`config.mk`:
```
export PLATFORM = sky130hd
export DESIGN_NAME = tge_tx_packetizer
export DESIGN_NICKNAME = d
export VERILOG_FILES = /design/src/rtl/tge_tx_packetizer.sv
export SDC_FILE = /design/constraint.sdc
export NUM_CORES = 1
export LEC_CHECK = 0
export CAP_MARGIN = 30
export CELL_PAD_IN_SITES_DETAIL_PLACEMENT = 0
export CELL_PAD_IN_SITES_GLOBAL_PLACEMENT = 2
export CORE_MARGIN = 4
export CORE_UTILIZATION = 34
export CTS_BUF_LIST = sky130_fd_sc_hd__clkbuf_2
export CTS_CLUSTER_SIZE = 10
export DETAILED_ROUTE_END_ITERATION = 10
export PLACE_DENSITY = 0.95
export SLEW_MARGIN = 20
export SYNTH_ARGS = -nofsm -noshare
export SYNTH_HDL_FRONTEND = slang
export SYNTH_SLANG_ARGS = --single-unit
```
`constraint.sdc`:
```
create_clock -name clk -period 6.1 [get_ports clk]
set_clock_uncertainty 0.1 [all_clocks]
set_input_delay 1.22 -clock clk [delete_from_list [all_inputs] [get_ports clk]]
set_output_delay 1.22 -clock clk [all_outputs]
set_load 0.02 [all_outputs]
```
`src/rtl/tge_tx_packetizer.sv`:
```
// Purpose : cuts a 64-bit sample stream into fixed-length UDP payload frames for the
//           10GbE core TX, each frame led by a header word {16'hA55A, seq[47:0]}.
// Latency : 1 clk from input handshake to tx_* (all tx_* outputs are registered).
// Backpr. : in_ready = !tx_afull during payload, so a single word can still land after afull is seen.
//
// Ports:
//   clk, rst_n          clock, asynchronous active-low reset
//   enable              start new frames while high (checked only between frames)
//   dest_ip, dest_port  destination, captured when a frame starts
//   in_valid/in_ready/in_data   source stream, word taken when in_valid && in_ready
//   tx_valid, tx_end_of_frame, tx_data, tx_dest_ip, tx_dest_port   to core
//   tx_afull, tx_overflow       from core
//   pkt_count           frames completed (wrapping)
//   overflow_count      cycles with tx_overflow high (saturating)
module tge_tx_packetizer #(
  parameter int          PAYLOAD_WORDS = 128,
  parameter int          GAP_CYCLES    = 2,
  // Value seq takes on reset; nonzero only to exercise the 48-bit wrap quickly.
  parameter logic [47:0] SEQ_INIT      = 48'd0
) (
  input  logic        clk,
  input  logic        rst_n,
  input  logic        enable,
  input  logic [31:0] dest_ip,
  input  logic [15:0] dest_port,
  input  logic        in_valid,
  input  logic [63:0] in_data,
  output logic        in_ready,
  output logic        tx_valid,
  output logic        tx_end_of_frame,
  output logic [63:0] tx_data,
  output logic [31:0] tx_dest_ip,
  output logic [15:0] tx_dest_port,
  input  logic        tx_afull,
  input  logic        tx_overflow,
  output logic [31:0] pkt_count,
  output logic [15:0] overflow_count
);

  localparam int             CW       = $clog2(PAYLOAD_WORDS + 1);
  localparam logic [CW-1:0]  LAST_IDX = CW'(PAYLOAD_WORDS - 1);
  localparam logic [7:0]     GAP_LAST = (GAP_CYCLES > 0) ? 8'(GAP_CYCLES - 1) : 8'd0;
  localparam logic [15:0]    HDR_TAG  = 16'hA55A;

  typedef enum logic [1:0] {IDLE, HDR, PAY, GAP} state_t;

  state_t        state, state_nxt;
  logic [CW-1:0] word_cnt;
  logic [7:0]    gap_cnt;
  logic [47:0]   seq;
  logic          start;
  logic          hs;
  logic          last;

  // Next-state and handshake decode.
  always_comb begin
    state_nxt = state;
    in_ready  = 1'b0;
    start     = 1'b0;
    hs        = 1'b0;
    last      = 1'b0;
    case (state)
      IDLE: begin
        if (enable && !tx_afull && in_valid) begin
          start     = 1'b1;
          state_nxt = HDR;
        end
      end
      // Header goes out regardless of afull; the core's afull margin absorbs it.
      HDR: state_nxt = PAY;
      PAY: begin
        in_ready = !tx_afull;
        hs       = in_valid && !tx_afull;
        if (hs && (word_cnt == LAST_IDX)) begin
          last      = 1'b1;
          state_nxt = (GAP_CYCLES == 0) ? IDLE : GAP;
        end
      end
      GAP: begin
        if (gap_cnt == GAP_LAST) state_nxt = IDLE;
      end
      default: state_nxt = IDLE;
    endcase
  end

  always_ff @(posedge clk or negedge rst_n) begin
    if (!rst_n) state <= IDLE;
    else        state <= state_nxt;
  end

  // Registered transmit path and frame bookkeeping.
  always_ff @(posedge clk or negedge rst_n) begin
    if (!rst_n) begin
      tx_valid        <= 1'b0;
      tx_end_of_frame <= 1'b0;
      tx_data         <= 64'd0;
      tx_dest_ip      <= 32'd0;
      tx_dest_port    <= 16'd0;
      word_cnt        <= '0;
      gap_cnt         <= 8'd0;
      seq             <= SEQ_INIT;
      pkt_count       <= 32'd0;
    end else begin
      // tx_valid / end_of_frame are one-cycle strobes per word.
      tx_valid        <= 1'b0;
      tx_end_of_frame <= 1'b0;

      if (start) begin
        tx_dest_ip   <= dest_ip;
        tx_dest_port <= dest_port;
        word_cnt     <= '0;
      end

      if (state == HDR) begin
        tx_valid <= 1'b1;
        tx_data  <= {HDR_TAG, seq};
      end

      if (hs) begin
        tx_valid <= 1'b1;
        tx_data  <= in_data;
        word_cnt <= word_cnt + 1'b1;
      end

      if (last) begin
        tx_end_of_frame <= 1'b1;
        seq             <= seq + 48'd1;
        pkt_count       <= pkt_count + 32'd1;
      end

      // Gap counter runs only in GAP and is zero on entry.
      if (state == GAP) gap_cnt <= gap_cnt + 8'd1;
      else              gap_cnt <= 8'd0;
    end
  end

  // Overflow cycles are counted independently of the framing state.
  always_ff @(posedge clk or negedge rst_n) begin
    if (!rst_n) begin
      overflow_count <= 16'd0;
    end else if (tx_overflow && (overflow_count != 16'hFFFF)) begin
      overflow_count <= overflow_count + 16'd1;
    end
  end

endmodule

```
==> summary by stage <==
Routing
After detailed routing, the number of vias per cell comes to 4.695. The number of DRC markers after the initial detailed-route iteration is 333. The routed via count is 7624. The total routed wirelength is 25890 um.

The number of optimization iterations in the first detailed-route pass is 5. The count of nets left with antenna violations once routing finished came out at 0. Dividing the detail-routed wire length by the instance count gives 15.94 um. In the routed design, unresolved DRC markers number 0.

Global routing
The number of antenna violations at the first check in global routing is 1. The all-layer global routing usage is 15.89%. The largest net degree at the start of global routing is 124. Global routing finished with a remaining overflow of 0.

The first global-routing pass estimated 42960 um of wire. The via count of the first global-routing pass was 8136.

CTS
The maximum buffer depth of the clock tree is 3. The number of buffers created by CTS is 60. The TritonCTS clock tree is yes. For this design, the sink count on the clock tree is 228. The post-CTS setup repair buffer count is 0.

Buffers inserted to repair hold after CTS numbered 0. In this run the number of H-tree levels came out at 2. The buffer cell driving the clock tree root is sky130_fd_sc_hd__clkbuf_2. The number of gates resized after CTS is 0. Clock-pin slew was measured on the worst setup and hold paths at 0.10 ns. The clock latency on the worst-skew pair is 0.84 ns.

Setup path
The capturing element type of the critical path is an output pin. The cell at the slowest stage of the critical path is sky130_fd_sc_hd__clkdlybuf4s50_1. The maximum fanout count along the critical path is 5. The worst setup path is launched from a flop. The delay of the slowest critical-path stage is 0.61 ns.

The critical path data required time is 4.78 ns. The category of the most critical setup path is flop to output pin. The signal arrival time at the worst endpoint is 2.48 ns. The signal on the critical path passes through inv_1, ha_1, nor2b_1, clkdlybuf4s50_1.

Logic synthesis
Yosys mapped a number of flops with a built-in enable equal to 0. The instance count of the mapped netlist is 887. The total standard cell area after synthesis is 10030 um^2.

The cell type with the largest total area after synthesis is sky130_fd_sc_hd__dfrtp_1. In this run, synthesis produced a sequential element count of 228. The share of flip-flops with an asynchronous set or reset is 100.0%. The count of different cell masters after synthesis is 46.

Summed over its instances, the top area cell type makes up 56.86% of the synthesized netlist area. When the netlist entered floorplanning its net count stood at 1015. The synthesized area divided by synthesized cell count is 11.31 um^2.

By area the synthesized netlist is led by sky130_fd_sc_hd__dfrtp_1, sky130_fd_sc_hd__mux2_2, sky130_fd_sc_hd__xnor2_1, sky130_fd_sc_hd__nand2_1, sky130_fd_sc_hd__mux2i_1. In the synthesized netlist the dominant register cell turns out to be sky130_fd_sc_hd__dfrtp_1. Sequential elements use 56.86% of the synthesized area.

The warning count from the yosys run is 0.

Finish
In the final layout, the share of cells above drive strength 1 is 13.16%. The synthesis-to-finish area growth is 37.31%. The final layout contains 1328 nets. Once layout is done, the placed cells without fillers occupy 13780 um^2. The share of the core filled with cells in the final layout is 47.62%.

The count of cells in the finished layout, fillers not included, comes to 1624.

Die
The total core area is 28940 um^2. The number of top-level pins is 281. The initial cell density of the core is 34.68%. The die outline area is 32330 um^2.

The number of rows created at floorplan is 62. In this run the vertical extent of the chip is 179.8 um. The chip width is 179.8 um.

Placed design
The placed wire-length estimate after detailed placement is 18280 um. The number of I/O port buffers is 280. Summing all placed instances gives a cell area of 13260 um^2.

Counting tap cells, the placed design contains a total of 1522 instances. The weighted congestion at the end of routability-driven global placement is 0.7362.

Timing
Setup repair after global routing left no endpoint under its margin. Setup violations remaining at the end of the flow were counted as 0. The achievable frequency is 263.1 MHz. The count of final max-slew check failures came to 0. At the pin with the least slew margin, the transition time is 0.9418 ns. The final critical-path required period is 3.801 ns. Headroom to the max-slew limit came out at 37.21%.

Summed over all failing endpoints, the final setup total negative slack is 0 ns. The count of endpoints failing hold in the final timing report is 0. The final period utilization is 62.31%.

Power
The cell leakage power is 6.072 nW. In this run, the combinational gates consume 39.9% of the power. The net switching component of the power is 0.001900 W. The internal power summed over all cells is 0.003388 W. Of the total power, the share spent switching nets is 35.93%. The share of total power dissipated in the clock network is 19.6%.

The sequential power share is 40.5%. The power density of the placed cells is 383.8 nW/um^2. Across the VDD grid, the largest voltage drop is 0.2367 mV.

Min path
The path class of the tightest hold or removal check is input port to asynchronous set/reset pin.

Outcome
The run finished with clean final reports.

Flow run
The total of max-cap violations is 0.
-- routing by layer --
layer  routed length [um]  global-route usage, %  vias to the layer above
met2                12380                  26.45                      236
met4                  456                  4.755                        0
met5                    0                      0                        -
li1                     -                      -                     3713
met3                 2358                  6.548                       39
met1                10700                  18.93                     3636
-- power groups by stage --
stage	logic (W)	clock network, W	registers (W)
2_1_floorplan	0.000600	0	0.00261
3_3_place_gp	0.00212	0	0.00216
3_5_place_dp	0.00214	0	0.00217
4_1_cts	0.00215	0.00111	0.00215
5_1_grt	0.00228	0.00118	0.00220
6_report	0.00211	0.00104	0.00214
-- path summary, 6_finish.rpt --
kind                       depth (start not counted)     startpoint  slack [ns]                 end
min                                                1          rst_n        0.37        pkt_count[5]
min in group clk                                   1  pkt_count[31]        0.37       pkt_count[31]
min reg2reg                                        1  pkt_count[31]        0.37       pkt_count[31]
max in group asynchronous                          2          rst_n        4.37  overflow_count[12]
max                                                4       state[0]        2.30            in_ready
max reg2reg                                        7       state[0]        2.77             seq[32]
-- cells in the final DEF (no fill, tap or decap), types with 5 or more instances in the layout --
master and instances:
sky130_fd_sc_hd__xnor2_1 59, sky130_fd_sc_hd__nand2_1 131, sky130_fd_sc_hd__nor4_1 10, sky130_fd_sc_hd__o21ai_0 64, sky130_fd_sc_hd__nand3b_1 8, sky130_fd_sc_hd__xor2_1 39
sky130_fd_sc_hd__mux2_2 50, sky130_fd_sc_hd__ha_1 9, sky130_fd_sc_hd__and3_1 17, sky130_fd_sc_hd__nor2b_1 5, sky130_fd_sc_hd__dfrtp_1 228, sky130_fd_sc_hd__clkdlybuf4s50_1 279
sky130_fd_sc_hd__mux2i_1 48, sky130_fd_sc_hd__nor3_1 14, sky130_fd_sc_hd__inv_1 13, sky130_fd_sc_hd__nand3_1 46, sky130_fd_sc_hd__nor2_1 32, sky130_fd_sc_hd__clkbuf_2 91
sky130_fd_sc_hd__nand4_1 27, sky130_fd_sc_hd__and2_1 12, sky130_fd_sc_hd__clkinv_1 8
-- sequential cells by signal, indices dropped and copies added (netlist names) --
signal and cells:
pkt_count 32, state 2, gap_cnt 8, tx_data 64
tx_dest_port 16, overflow_count 16, tx_dest_ip 32, tx_end_of_frame 1
word_cnt 8, tx_valid 1, seq 48
-- through the flow --
step                worst slack (ns)  hold slack, ns  total power (W)
floorplan                      3.256          0.3414         0.003209
global placement               1.888          0.3597         0.004280
detailed placement             1.834          0.3613         0.004309
CTS                            2.129          0.2668         0.005404
global route                   2.088          0.3278         0.005658
finish                         2.299          0.3653         0.005288
-- critical path: cells and delay by family, from the launching register on --
kind                       cells  cell delay, ns
adders and majority gates      1            0.31
and+or+nand+nor                1            0.17
DFF                            1            0.45
buffers and inverters          2            0.72
-- cell type report --
cell class                      instances  area [um^2]
Inverter                               13        48.80
Fill cell                            2734        15160
Timing Repair Buffer                  284         2850
Multi-Input combinational cell        613         4172
Clock inverter                         10        63.81
Sequential cell                       228         5705
Tap cell                              384        480.5
Clock buffer                           91        455.4
Antenna cell                            1        2.502
-- cells in the mapped netlist, types with 13 or more instances --
cell type,n
sky130_fd_sc_hd__nand4_1,27
sky130_fd_sc_hd__and3_1,17
sky130_fd_sc_hd__mux2i_1,48
sky130_fd_sc_hd__clkbuf_1,21
sky130_fd_sc_hd__nand3_1,47
sky130_fd_sc_hd__xnor2_1,59
sky130_fd_sc_hd__inv_1,13
sky130_fd_sc_hd__mux2_2,50
sky130_fd_sc_hd__dfrtp_1,228
sky130_fd_sc_hd__nor3_1,14
sky130_fd_sc_hd__o21ai_0,64
sky130_fd_sc_hd__nor2_1,32
sky130_fd_sc_hd__xor2_1,39
sky130_fd_sc_hd__nand2_1,131
-- kinds of logic after synthesis --
family	after synthesis	share of synthesized area (%)
simple gates	334	17.29
flops	228	56.86
xor+xnor	98	8.554
mux	98	10.40
compound gates	73	3.865
buf+inv	46	1.783
fa+ha+maj	10	1.247
Note: power is estimated with default switching activity, not from simulation.
